$ cat src/rtl/custom_hls_dispatch_pkg.sv
// rtl/custom_hls_dispatch_pkg.sv - shared register map, job type and kernel state encoding
package custom_hls_dispatch_pkg;

    localparam int unsigned MAX_ARGS = 14;

    localparam logic [7:0] REG_CTRL       = 8'h00;
    localparam logic [7:0] REG_STATUS     = 8'h04;
    localparam logic [7:0] REG_ARG0       = 8'h08;
    localparam logic [7:0] REG_PUSH       = 8'h40;
    localparam logic [7:0] REG_DONE_CNT   = 8'h44;
    localparam logic [7:0] REG_IRQ_STATUS = 8'h48;
    localparam logic [7:0] REG_IRQ_THRESH = 8'h4C;

    // One job: up to MAX_ARGS 32-bit arguments; slots beyond NUM_ARGS stay zero.
    typedef logic [MAX_ARGS-1:0][31:0] job_t;

    typedef enum logic [1:0] {
        IDLE  = 2'd0,
        START = 2'd1,
        RUN   = 2'd2
    } kern_state_e;

endpackage

$ cat src/rtl/custom_hls_job_fifo.sv
// rtl/custom_hls_job_fifo.sv - synchronous job descriptor FIFO with flush
module custom_hls_job_fifo
    import custom_hls_dispatch_pkg::*;
#(
    parameter int unsigned NUM_ARGS    = 4,
    parameter int unsigned QUEUE_DEPTH = 8,
    localparam int unsigned PW         = $clog2(QUEUE_DEPTH)
) (
    input  logic        clk_i,
    input  logic        rst_ni,
    input  logic        push_i,
    input  job_t        data_i,
    input  logic        pop_i,
    input  logic        flush_i,
    output job_t        data_o,
    output logic        full_o,
    output logic        empty_o,
    output logic [PW:0] count_o
);

    // Only the live argument slots are stored.
    logic [NUM_ARGS-1:0][31:0] mem_q [QUEUE_DEPTH];
    logic [PW:0] wr_ptr_q, wr_ptr_d;
    logic [PW:0] rd_ptr_q, rd_ptr_d;
    logic        do_push, do_pop;

    // Pointers carry an extra MSB so full and empty differ only in that bit.
    assign count_o = wr_ptr_q - rd_ptr_q;
    assign empty_o = (wr_ptr_q == rd_ptr_q);
    assign full_o  = (count_o == (PW+1)'(QUEUE_DEPTH));
    assign do_pop  = pop_i && !empty_o;
    assign do_push = push_i && (!full_o || do_pop) && !flush_i;

    if (NUM_ARGS < MAX_ARGS) begin : g_in_unused
        logic unused_upper;
        assign unused_upper = ^data_i[MAX_ARGS-1:NUM_ARGS];
    end

    // Next pointer values; flush empties the queue and overrides push/pop.
    always_comb begin
        wr_ptr_d = wr_ptr_q;
        rd_ptr_d = rd_ptr_q;
        if (flush_i) begin
            wr_ptr_d = '0;
            rd_ptr_d = '0;
        end else begin
            if (do_push) wr_ptr_d = wr_ptr_q + 1'b1;
            if (do_pop)  rd_ptr_d = rd_ptr_q + 1'b1;
        end
    end

    // Pointer registers.
    always_ff @(posedge clk_i or negedge rst_ni) begin
        if (!rst_ni) begin
            wr_ptr_q <= '0;
            rd_ptr_q <= '0;
        end else begin
            wr_ptr_q <= wr_ptr_d;
            rd_ptr_q <= rd_ptr_d;
        end
    end

    // Storage array; contents are only meaningful between write and read pointer.
    always_ff @(posedge clk_i) begin
        if (do_push) mem_q[wr_ptr_q[PW-1:0]] <= data_i[NUM_ARGS-1:0];
    end

    // Head entry, zero-padded to a full job.
    always_comb begin
        data_o = '0;
        data_o[NUM_ARGS-1:0] = mem_q[rd_ptr_q[PW-1:0]];
    end

endmodule

$ cat src/rtl/custom_hls_job_dispatcher.sv
// rtl/custom_hls_job_dispatcher.sv - AXI-lite job queue dispatching round-robin to ap_ctrl_hs kernels
module custom_hls_job_dispatcher
    import custom_hls_dispatch_pkg::*;
#(
    parameter int unsigned NUM_KERNELS = 2,
    parameter int unsigned NUM_ARGS    = 4,
    parameter int unsigned QUEUE_DEPTH = 8,
    parameter int unsigned ADDR_WIDTH  = 8
) (
    input  logic                             clk_i,
    input  logic                             rst_ni,
    output logic                             interrupt_o,
    input  logic                             control_axilite_awvalid,
    output logic                             control_axilite_awready,
    input  logic [ADDR_WIDTH-1:0]            control_axilite_awaddr,
    input  logic                             control_axilite_wvalid,
    output logic                             control_axilite_wready,
    input  logic [31:0]                      control_axilite_wdata,
    input  logic [3:0]                       control_axilite_wstrb,
    output logic                             control_axilite_bvalid,
    input  logic                             control_axilite_bready,
    output logic [1:0]                       control_axilite_bresp,
    input  logic                             control_axilite_arvalid,
    output logic                             control_axilite_arready,
    input  logic [ADDR_WIDTH-1:0]            control_axilite_araddr,
    output logic                             control_axilite_rvalid,
    input  logic                             control_axilite_rready,
    output logic [31:0]                      control_axilite_rdata,
    output logic [1:0]                       control_axilite_rresp,
    output logic [NUM_KERNELS-1:0]           kern_ap_start_o,
    input  logic [NUM_KERNELS-1:0]           kern_ap_ready_i,
    input  logic [NUM_KERNELS-1:0]           kern_ap_done_i,
    output logic [NUM_KERNELS*NUM_ARGS*32-1:0] kern_args_o
);

    localparam int unsigned PW = $clog2(QUEUE_DEPTH);
    localparam int unsigned KW = (NUM_KERNELS > 1) ? $clog2(NUM_KERNELS) : 1;

    logic        gie_q, gie_d;
    job_t        stage_q, stage_d;
    logic [15:0] done_cnt_q, done_cnt_d;
    logic [1:0]  irq_q, irq_d;
    logic [7:0]  thresh_q, thresh_d;
    logic [8:0]  pend_q, pend_d;
    logic        bvalid_q, bvalid_d;
    logic        rvalid_q, rvalid_d;
    logic [31:0] rdata_q, rdata_d;
    logic        irq_out_q, irq_out_d;
    logic [KW-1:0] rr_q, rr_d;
    kern_state_e state_q [NUM_KERNELS];
    kern_state_e state_d [NUM_KERNELS];
    logic [NUM_KERNELS-1:0][NUM_ARGS-1:0][31:0] kargs_q, kargs_d;

    logic        wr_fire, rd_fire;
    logic        flush, push_req;
    logic [1:0]  irq_clr;
    logic        fifo_full, fifo_empty;
    logic [PW:0] fifo_count;
    job_t        fifo_head;
    logic        found, dispatch;
    logic [KW-1:0] sel;
    logic [NUM_KERNELS-1:0] done_valid;
    logic [3:0]  done_inc;
    logic [8:0]  pend_sum;
    logic        set_done, set_ovf;
    logic [31:0] rdata_mux;

    function automatic logic addr_hit(input logic [ADDR_WIDTH-1:0] a, input logic [7:0] off);
        return a == ADDR_WIDTH'(off);
    endfunction

    assign wr_fire = control_axilite_awvalid && control_axilite_wvalid && !bvalid_q;
    assign rd_fire = control_axilite_arvalid && !rvalid_q;

    assign control_axilite_awready = wr_fire;
    assign control_axilite_wready  = wr_fire;
    assign control_axilite_bvalid  = bvalid_q;
    assign control_axilite_bresp   = 2'b00;
    assign control_axilite_arready = !rvalid_q;
    assign control_axilite_rvalid  = rvalid_q;
    assign control_axilite_rdata   = rdata_q;
    assign control_axilite_rresp   = 2'b00;
    assign interrupt_o             = irq_out_q;
    assign kern_args_o             = kargs_q;

    if (NUM_ARGS < MAX_ARGS) begin : g_head_unused
        logic unused_head;
        assign unused_head = ^fifo_head[MAX_ARGS-1:NUM_ARGS];
    end

    custom_hls_job_fifo #(
        .NUM_ARGS    (NUM_ARGS),
        .QUEUE_DEPTH (QUEUE_DEPTH)
    ) u_fifo (
        .clk_i   (clk_i),
        .rst_ni  (rst_ni),
        .push_i  (push_req),
        .data_i  (stage_q),
        .pop_i   (dispatch),
        .flush_i (flush),
        .data_o  (fifo_head),
        .full_o  (fifo_full),
        .empty_o (fifo_empty),
        .count_o (fifo_count)
    );

    // Register writes and the AXI-lite response/read-data channels.
    always_comb begin
        gie_d    = gie_q;
        stage_d  = stage_q;
        thresh_d = thresh_q;
        flush    = 1'b0;
        push_req = 1'b0;
        irq_clr  = 2'b00;
        if (wr_fire) begin
            if (addr_hit(control_axilite_awaddr, REG_CTRL)) begin
                gie_d = control_axilite_wdata[0];
                flush = control_axilite_wdata[1];
            end
            for (int i = 0; i < NUM_ARGS; i++) begin
                if (addr_hit(control_axilite_awaddr, 8'(REG_ARG0 + 4 * i))) begin
                    for (int b = 0; b < 4; b++) begin
                        if (control_axilite_wstrb[b]) stage_d[i][8*b +: 8] = control_axilite_wdata[8*b +: 8];
                    end
                end
            end
            if (addr_hit(control_axilite_awaddr, REG_PUSH)) push_req = 1'b1;
            if (addr_hit(control_axilite_awaddr, REG_IRQ_STATUS)) irq_clr = control_axilite_wdata[1:0];
            if (addr_hit(control_axilite_awaddr, REG_IRQ_THRESH)) begin
                thresh_d = (control_axilite_wdata[7:0] == 8'd0) ? 8'd1 : control_axilite_wdata[7:0];
            end
        end

        rdata_mux = '0;
        if (addr_hit(control_axilite_araddr, REG_CTRL)) rdata_mux[0] = gie_q;
        if (addr_hit(control_axilite_araddr, REG_STATUS)) begin
            rdata_mux[7:0] = 8'(fifo_count);
            rdata_mux[8]   = fifo_full;
            rdata_mux[9]   = fifo_empty;
            for (int k = 0; k < NUM_KERNELS; k++) rdata_mux[16+k] = (state_q[k] != IDLE);
        end
        for (int i = 0; i < NUM_ARGS; i++) begin
            if (addr_hit(control_axilite_araddr, 8'(REG_ARG0 + 4 * i))) rdata_mux = stage_q[i];
        end
        if (addr_hit(control_axilite_araddr, REG_DONE_CNT))   rdata_mux[15:0] = done_cnt_q;
        if (addr_hit(control_axilite_araddr, REG_IRQ_STATUS)) rdata_mux[1:0]  = irq_q;
        if (addr_hit(control_axilite_araddr, REG_IRQ_THRESH)) rdata_mux[7:0]  = thresh_q;

        bvalid_d = wr_fire || (bvalid_q && !control_axilite_bready);
        rvalid_d = rd_fire || (rvalid_q && !control_axilite_rready);
        rdata_d  = rd_fire ? rdata_mux : rdata_q;
    end

    // Round-robin pick of the first idle kernel at or after rr_q, plus per-kernel ap_ctrl_hs FSMs.
    always_comb begin
        found = 1'b0;
        sel   = '0;
        for (int off = 0; off < NUM_KERNELS; off++) begin
            int idx;
            idx = (int'(rr_q) + off) % NUM_KERNELS;
            if (!found && state_q[idx] == IDLE) begin
                found = 1'b1;
                sel   = KW'(idx);
            end
        end
        dispatch = found && !fifo_empty;
        rr_d     = dispatch ? KW'((int'(sel) + 1) % NUM_KERNELS) : rr_q;

        kargs_d    = kargs_q;
        done_valid = '0;
        for (int k = 0; k < NUM_KERNELS; k++) begin
            state_d[k] = state_q[k];
            case (state_q[k])
                IDLE: begin
                    if (dispatch && sel == KW'(k)) begin
                        state_d[k] = START;
                        kargs_d[k] = fifo_head[NUM_ARGS-1:0];
                    end
                end
                START: begin
                    if (kern_ap_ready_i[k]) begin
                        if (kern_ap_done_i[k]) begin
                            state_d[k]    = IDLE;
                            done_valid[k] = 1'b1;
                        end else begin
                            state_d[k] = RUN;
                        end
                    end
                end
                RUN: begin
                    if (kern_ap_done_i[k]) begin
                        state_d[k]    = IDLE;
                        done_valid[k] = 1'b1;
                    end
                end
                default: state_d[k] = IDLE;
            endcase
            kern_ap_start_o[k] = (state_q[k] == START);
        end
    end

    // Completion counting, interrupt coalescing and status bits; a set beats a same-cycle W1C.
    always_comb begin
        done_inc = '0;
        for (int k = 0; k < NUM_KERNELS; k++) done_inc = done_inc + 4'(done_valid[k]);
        done_cnt_d = done_cnt_q + 16'(done_inc);
        pend_sum   = pend_q + 9'(done_inc);
        set_done   = (pend_sum >= 9'(thresh_q));
        pend_d     = set_done ? 9'd0 : pend_sum;
        set_ovf    = push_req && fifo_full && !dispatch;
        irq_d      = (irq_q & ~irq_clr) | {set_ovf, set_done};
        irq_out_d  = gie_q && (irq_q != 2'b00);
    end

    // State registers.
    always_ff @(posedge clk_i or negedge rst_ni) begin
        if (!rst_ni) begin
            gie_q      <= 1'b0;
            stage_q    <= '0;
            done_cnt_q <= '0;
            irq_q      <= '0;
            thresh_q   <= 8'd1;
            pend_q     <= '0;
            bvalid_q   <= 1'b0;
            rvalid_q   <= 1'b0;
            rdata_q    <= '0;
            irq_out_q  <= 1'b0;
            rr_q       <= '0;
            kargs_q    <= '0;
            for (int k = 0; k < NUM_KERNELS; k++) state_q[k] <= IDLE;
        end else begin
            gie_q      <= gie_d;
            stage_q    <= stage_d;
            done_cnt_q <= done_cnt_d;
            irq_q      <= irq_d;
            thresh_q   <= thresh_d;
            pend_q     <= pend_d;
            bvalid_q   <= bvalid_d;
            rvalid_q   <= rvalid_d;
            rdata_q    <= rdata_d;
            irq_out_q  <= irq_out_d;
            rr_q       <= rr_d;
            kargs_q    <= kargs_d;
            for (int k = 0; k < NUM_KERNELS; k++) state_q[k] <= state_d[k];
        end
    end

endmodule

$ cat config.mk
export PLATFORM = sky130hd
export DESIGN_NAME = custom_hls_job_dispatcher
export DESIGN_NICKNAME = d
export VERILOG_FILES = /design/src/rtl/custom_hls_dispatch_pkg.sv /design/src/rtl/custom_hls_job_fifo.sv /design/src/rtl/custom_hls_job_dispatcher.sv
export SDC_FILE = /design/constraint.sdc
export NUM_CORES = 2
export LEC_CHECK = 0
export ABC_AREA = 1
export CAP_MARGIN = 15
export CORE_MARGIN = 2
export CORE_UTILIZATION = 45
export CTS_CLUSTER_DIAMETER = 120
export DETAILED_ROUTE_END_ITERATION = 16
export DONT_BUFFER_PORTS = 1
export GPL_ROUTABILITY_DRIVEN = 0
export MAX_ROUTING_LAYER = met4
export PLACE_DENSITY = 0.7
export SLEW_MARGIN = 5
export SYNTH_ARGS = -nofsm -noshare
export SYNTH_HDL_FRONTEND = slang
export SYNTH_SLANG_ARGS = --single-unit
$ cat constraint.sdc
create_clock -name clk_i -period 27.7 [get_ports clk_i]
set_input_delay 5.54 -clock clk_i [delete_from_list [all_inputs] [get_ports clk_i]]
set_output_delay 5.54 -clock clk_i [all_outputs]
set_load 0.01 [all_outputs]
==> reports/qor.log <==
INFO  floorplan      dieArea=0.134mm²
INFO  route          drtAntennaViolNets=0
INFO  critical_path  worst_path_cell_with_the_longest_stage_delay=inv_1
INFO  timing         clock.fmax=0.0859GHz
INFO  outcome        status=complete, but fails checks
INFO  floorplan      num_io_pins=363
INFO  floorplan      core_area=0.130mm²
INFO  floorplan      die_height=366µm
INFO  floorplan      horizontal_die_dimension=366µm
INFO  timing         holdWs=0.481ns
INFO  clocking       cts-root-buf=clkbuf_16
INFO  timing         tightestPinTransition=1.56ns
INFO  timing         setup_total_neg_slack=0ns
INFO  clocking       tritoncts_num_sinks=1492
INFO  critical_path  rrSetupSlack=22.26ns
INFO  logic_synthesis yosysSeqAreaShare=72.0%
INFO  logic_synthesis cell_types_with_the_largest_area_share_after_synthesis=edfxtp_1 52%, dfrtp_1 20%, o21ai_0 5.0%
INFO  clocking       clk-insertion-delay-late=0.79ns
INFO  route          drt_pass1_iterations=8
INFO  timing         final_max_slew_viol_count=38
INFO  finish         most_frequent_cells_in_the_layout=1024 x edfxtp_1, 706 x nor2_1, 691 x nand2_1
INFO  clocking       number_of_buffers_added_for_setup_after_cts=0
INFO  finish         synthToLayoutAreaGrowth=10.1%
INFO  timing         slew-limit-headroom=-3.88%
INFO  critical_path  timing.critical_path.required=22.16ns
INFO  critical_path  critical_path.endpoint_type=primary output
INFO  grt            vias_in_the_first_global_route=35700
INFO  logic_synthesis synth.distinct_cells=51
INFO  clocking       post_cts_resize_count=0
INFO  clocking       cts_tree=done
INFO  grt            antenna_found_initial=18
INFO  logic_synthesis post-synth-top-area-cell=edfxtp_1
INFO  grt            grt_pass1_wl=240000µm
INFO  timing         finalHoldViolations=0
INFO  finish         layout.nets=4814
INFO  logic_synthesis synth_top_area_share=52.2%
INFO  flow_run       max-cap-violations=0
INFO  route          wirelength=164000µm
INFO  critical_path  worstPathCellList=nand3_1 > inv_1
INFO  power_and_ir_drop worst_ir_drop_vdd=0.0000941V
INFO  critical_path  worstPathArrival=6.10ns
INFO  grt            grt_overflow_total=0
INFO  floorplan      initial_core_util=45.4%
INFO  grt            track_usage=24.8%
INFO  timing         clock-skew-final=0.0303ns
INFO  finish         layout-drive-gt1-share=7.48%
INFO  logic_synthesis syn_area=0.0589mm²
INFO  placement      buffer_ports.inserted=0
INFO  timing         timing.final.crit_period=11.64ns
INFO  floorplan      placementRows=132
INFO  route          route.detailed.wl_per_inst=24.8µm
INFO  clocking       clock_tree.buffer_depth=3
INFO  placement      dp.final_hpwl=101000µm
INFO  logic_synthesis synth_warnings=0
INFO  clocking       tritoncts.num_buffers=152
INFO  clocking       postCtsHoldBufs=0
INFO  timing         setup-violations-final=0
INFO  outcome        failed_checks=slew limit
INFO  worst_hold_path hold_path.class=reg2reg
INFO  critical_path  sort_of_element_at_the_start_of_the_critical_path=primary input
INFO  route          routed_via_density=5.77
INFO  route          remaining_drc_errors=0
INFO  route          drt_iter0_drcs=4557
INFO  route          dr_total_vias=38100
INFO  logic_synthesis yosys_register_bits=1492
INFO  critical_path  maximum_net_fanout_on_the_critical_path=10
INFO  critical_path  cp_top_family=buffers and inverters
INFO  timing         setup_repair_after_global_routing_missed_its_margin=false
INFO  critical_path  cp.buffers_inverters=1
INFO  timing         final_worst_path_cycle_share=42.0%
INFO  critical_path  timing.critical_path.slowest_cell_delay=0.31ns
INFO  clocking       clk_transition_reported_paths=0.06ns
INFO  power_and_ir_drop power.density=105mW/mm²
INFO  critical_path  path_class=in2out
INFO  finish         most_frequent_standard_cell_in_the_layout_excluding_fill_and_tap_cells=edfxtp_1
INFO  logic_synthesis synth.avg_cell_area=12.2µm²
INFO  logic_synthesis synth_cells=4818
INFO  power_and_ir_drop cellLeakagePower=25.2nW
INFO  clocking       ctsHtreeMaxLevel=4
INFO  grt            pin_count_of_the_biggest_net_entering_global_routing=469
[final timing paths]
kind | from | endpoint | depth (start not counted)
min in group asynchronous | rst_ni | kern_args_o[13] | 0
max reg2reg | u_fifo.rd_ptr_q[1] | u_fifo.mem_q[4][124] | 12
min | done_cnt_q[15] | done_cnt_q[15] | 1
min reg2reg | done_cnt_q[15] | done_cnt_q[15] | 1
max | control_axilite_awvalid | control_axilite_wready | 2
max in group asynchronous | rst_ni | u_fifo.rd_ptr_q[0] | 0
[registers in the layout (all words and copies together) (netlist names)]
| signal | flops |
|---|---|
| control_axilite_bvalid | 1 |
| control_axilite_rdata | 32 |
| control_axilite_rvalid | 1 |
| done_cnt_q | 16 |
| gie_q | 1 |
| interrupt_o | 1 |
| irq_q | 2 |
| kern_args_o | 256 |
| pend_q | 9 |
| rr_q | 1 |
| stage_q | 128 |
| state_q | 4 |
| thresh_q | 8 |
| u_fifo.mem_q | 1024 |
| u_fifo.rd_ptr_q | 4 |
| u_fifo.wr_ptr_q | 4 |
[Yosys cell counts, drive strengths merged]
cell type,number
edfxtp,1024
nor2,715
nand2,694
o21ai,682
dfrtp,467
o22ai,256
buf,170
nand3,142
a31oi,139
inv,133
clkbuf,121
o21a,65
mux2,63
a21oi,41
ha,26
xor2,19
nand4,16
nor3,14
nor4,6
xnor2,6
o211ai,3
and2,2
clkinv,2
o2111ai,2
o21bai,2
a21o,1
a31o,1
and3,1
conb,1
dfstp,1
fa,1
nand3b,1
or2,1
[report_power, final]
part / internal, W / total [W] / switching, W
Combinational: 0.000600 / 0.00183 / 0.00123
Clock: 0.00117 / 0.00204 / 0.000874
Sequential: 0.00259 / 0.00294 / 0.000345
[metrics by stage]
stage | setup slack (ns) | std cells | instance area, µm² | power [W] | utilization, %
final | 16.06 | 6610 | 64900 | 0.00681 | 50.0
after global routing | 15.99 | 6606 | 64900 | 0.00716 | 50.0
after CTS | 16.04 | 6595 | 64800 | 0.00685 | 50.0
after detailed placement | 16.04 | 6312 | 59900 | 0.00482 | 46.1
after global placement | 16.09 | 6312 | 59900 | 0.00477 | 46.1
after floorplan | 8.57 | 4822 | 59000 | 0.00428 | -
[cell type report]
class | count | area (µm²)
fill | 11000 | 64900
sequential | 1492 | 42500
multi-input combinational | 2904 | 14300
clock buffer | 206 | 4170
tap | 1742 | 2180
clock inverter | 77 | 816
inverter | 135 | 534
timing repair buffer | 39 | 330
antenna | 15 | 37.5
[kinds of logic after synthesis]
group           Yosys count  synth area share [%]
fa+ha+maj                27                 0.586
compound gates         1192                  11.3
xor+xnor                 25                 0.372
mux                      63                  1.22
other cells               1               0.00636
simple gates           1592                  10.7
buf+inv                 426                  3.74
flops                  1492                  72.0
[metal layers]
layer  up-vias  GRT usage (%)  wire length [µm]
met5         -              -                 0
met3       273           8.15             19800
met4         0           8.73              5670
met1     19000           32.1             64300
li1      17000              -                 -
met2      1827           36.5             74000
Note: power is estimated with default switching activity, not from simulation.
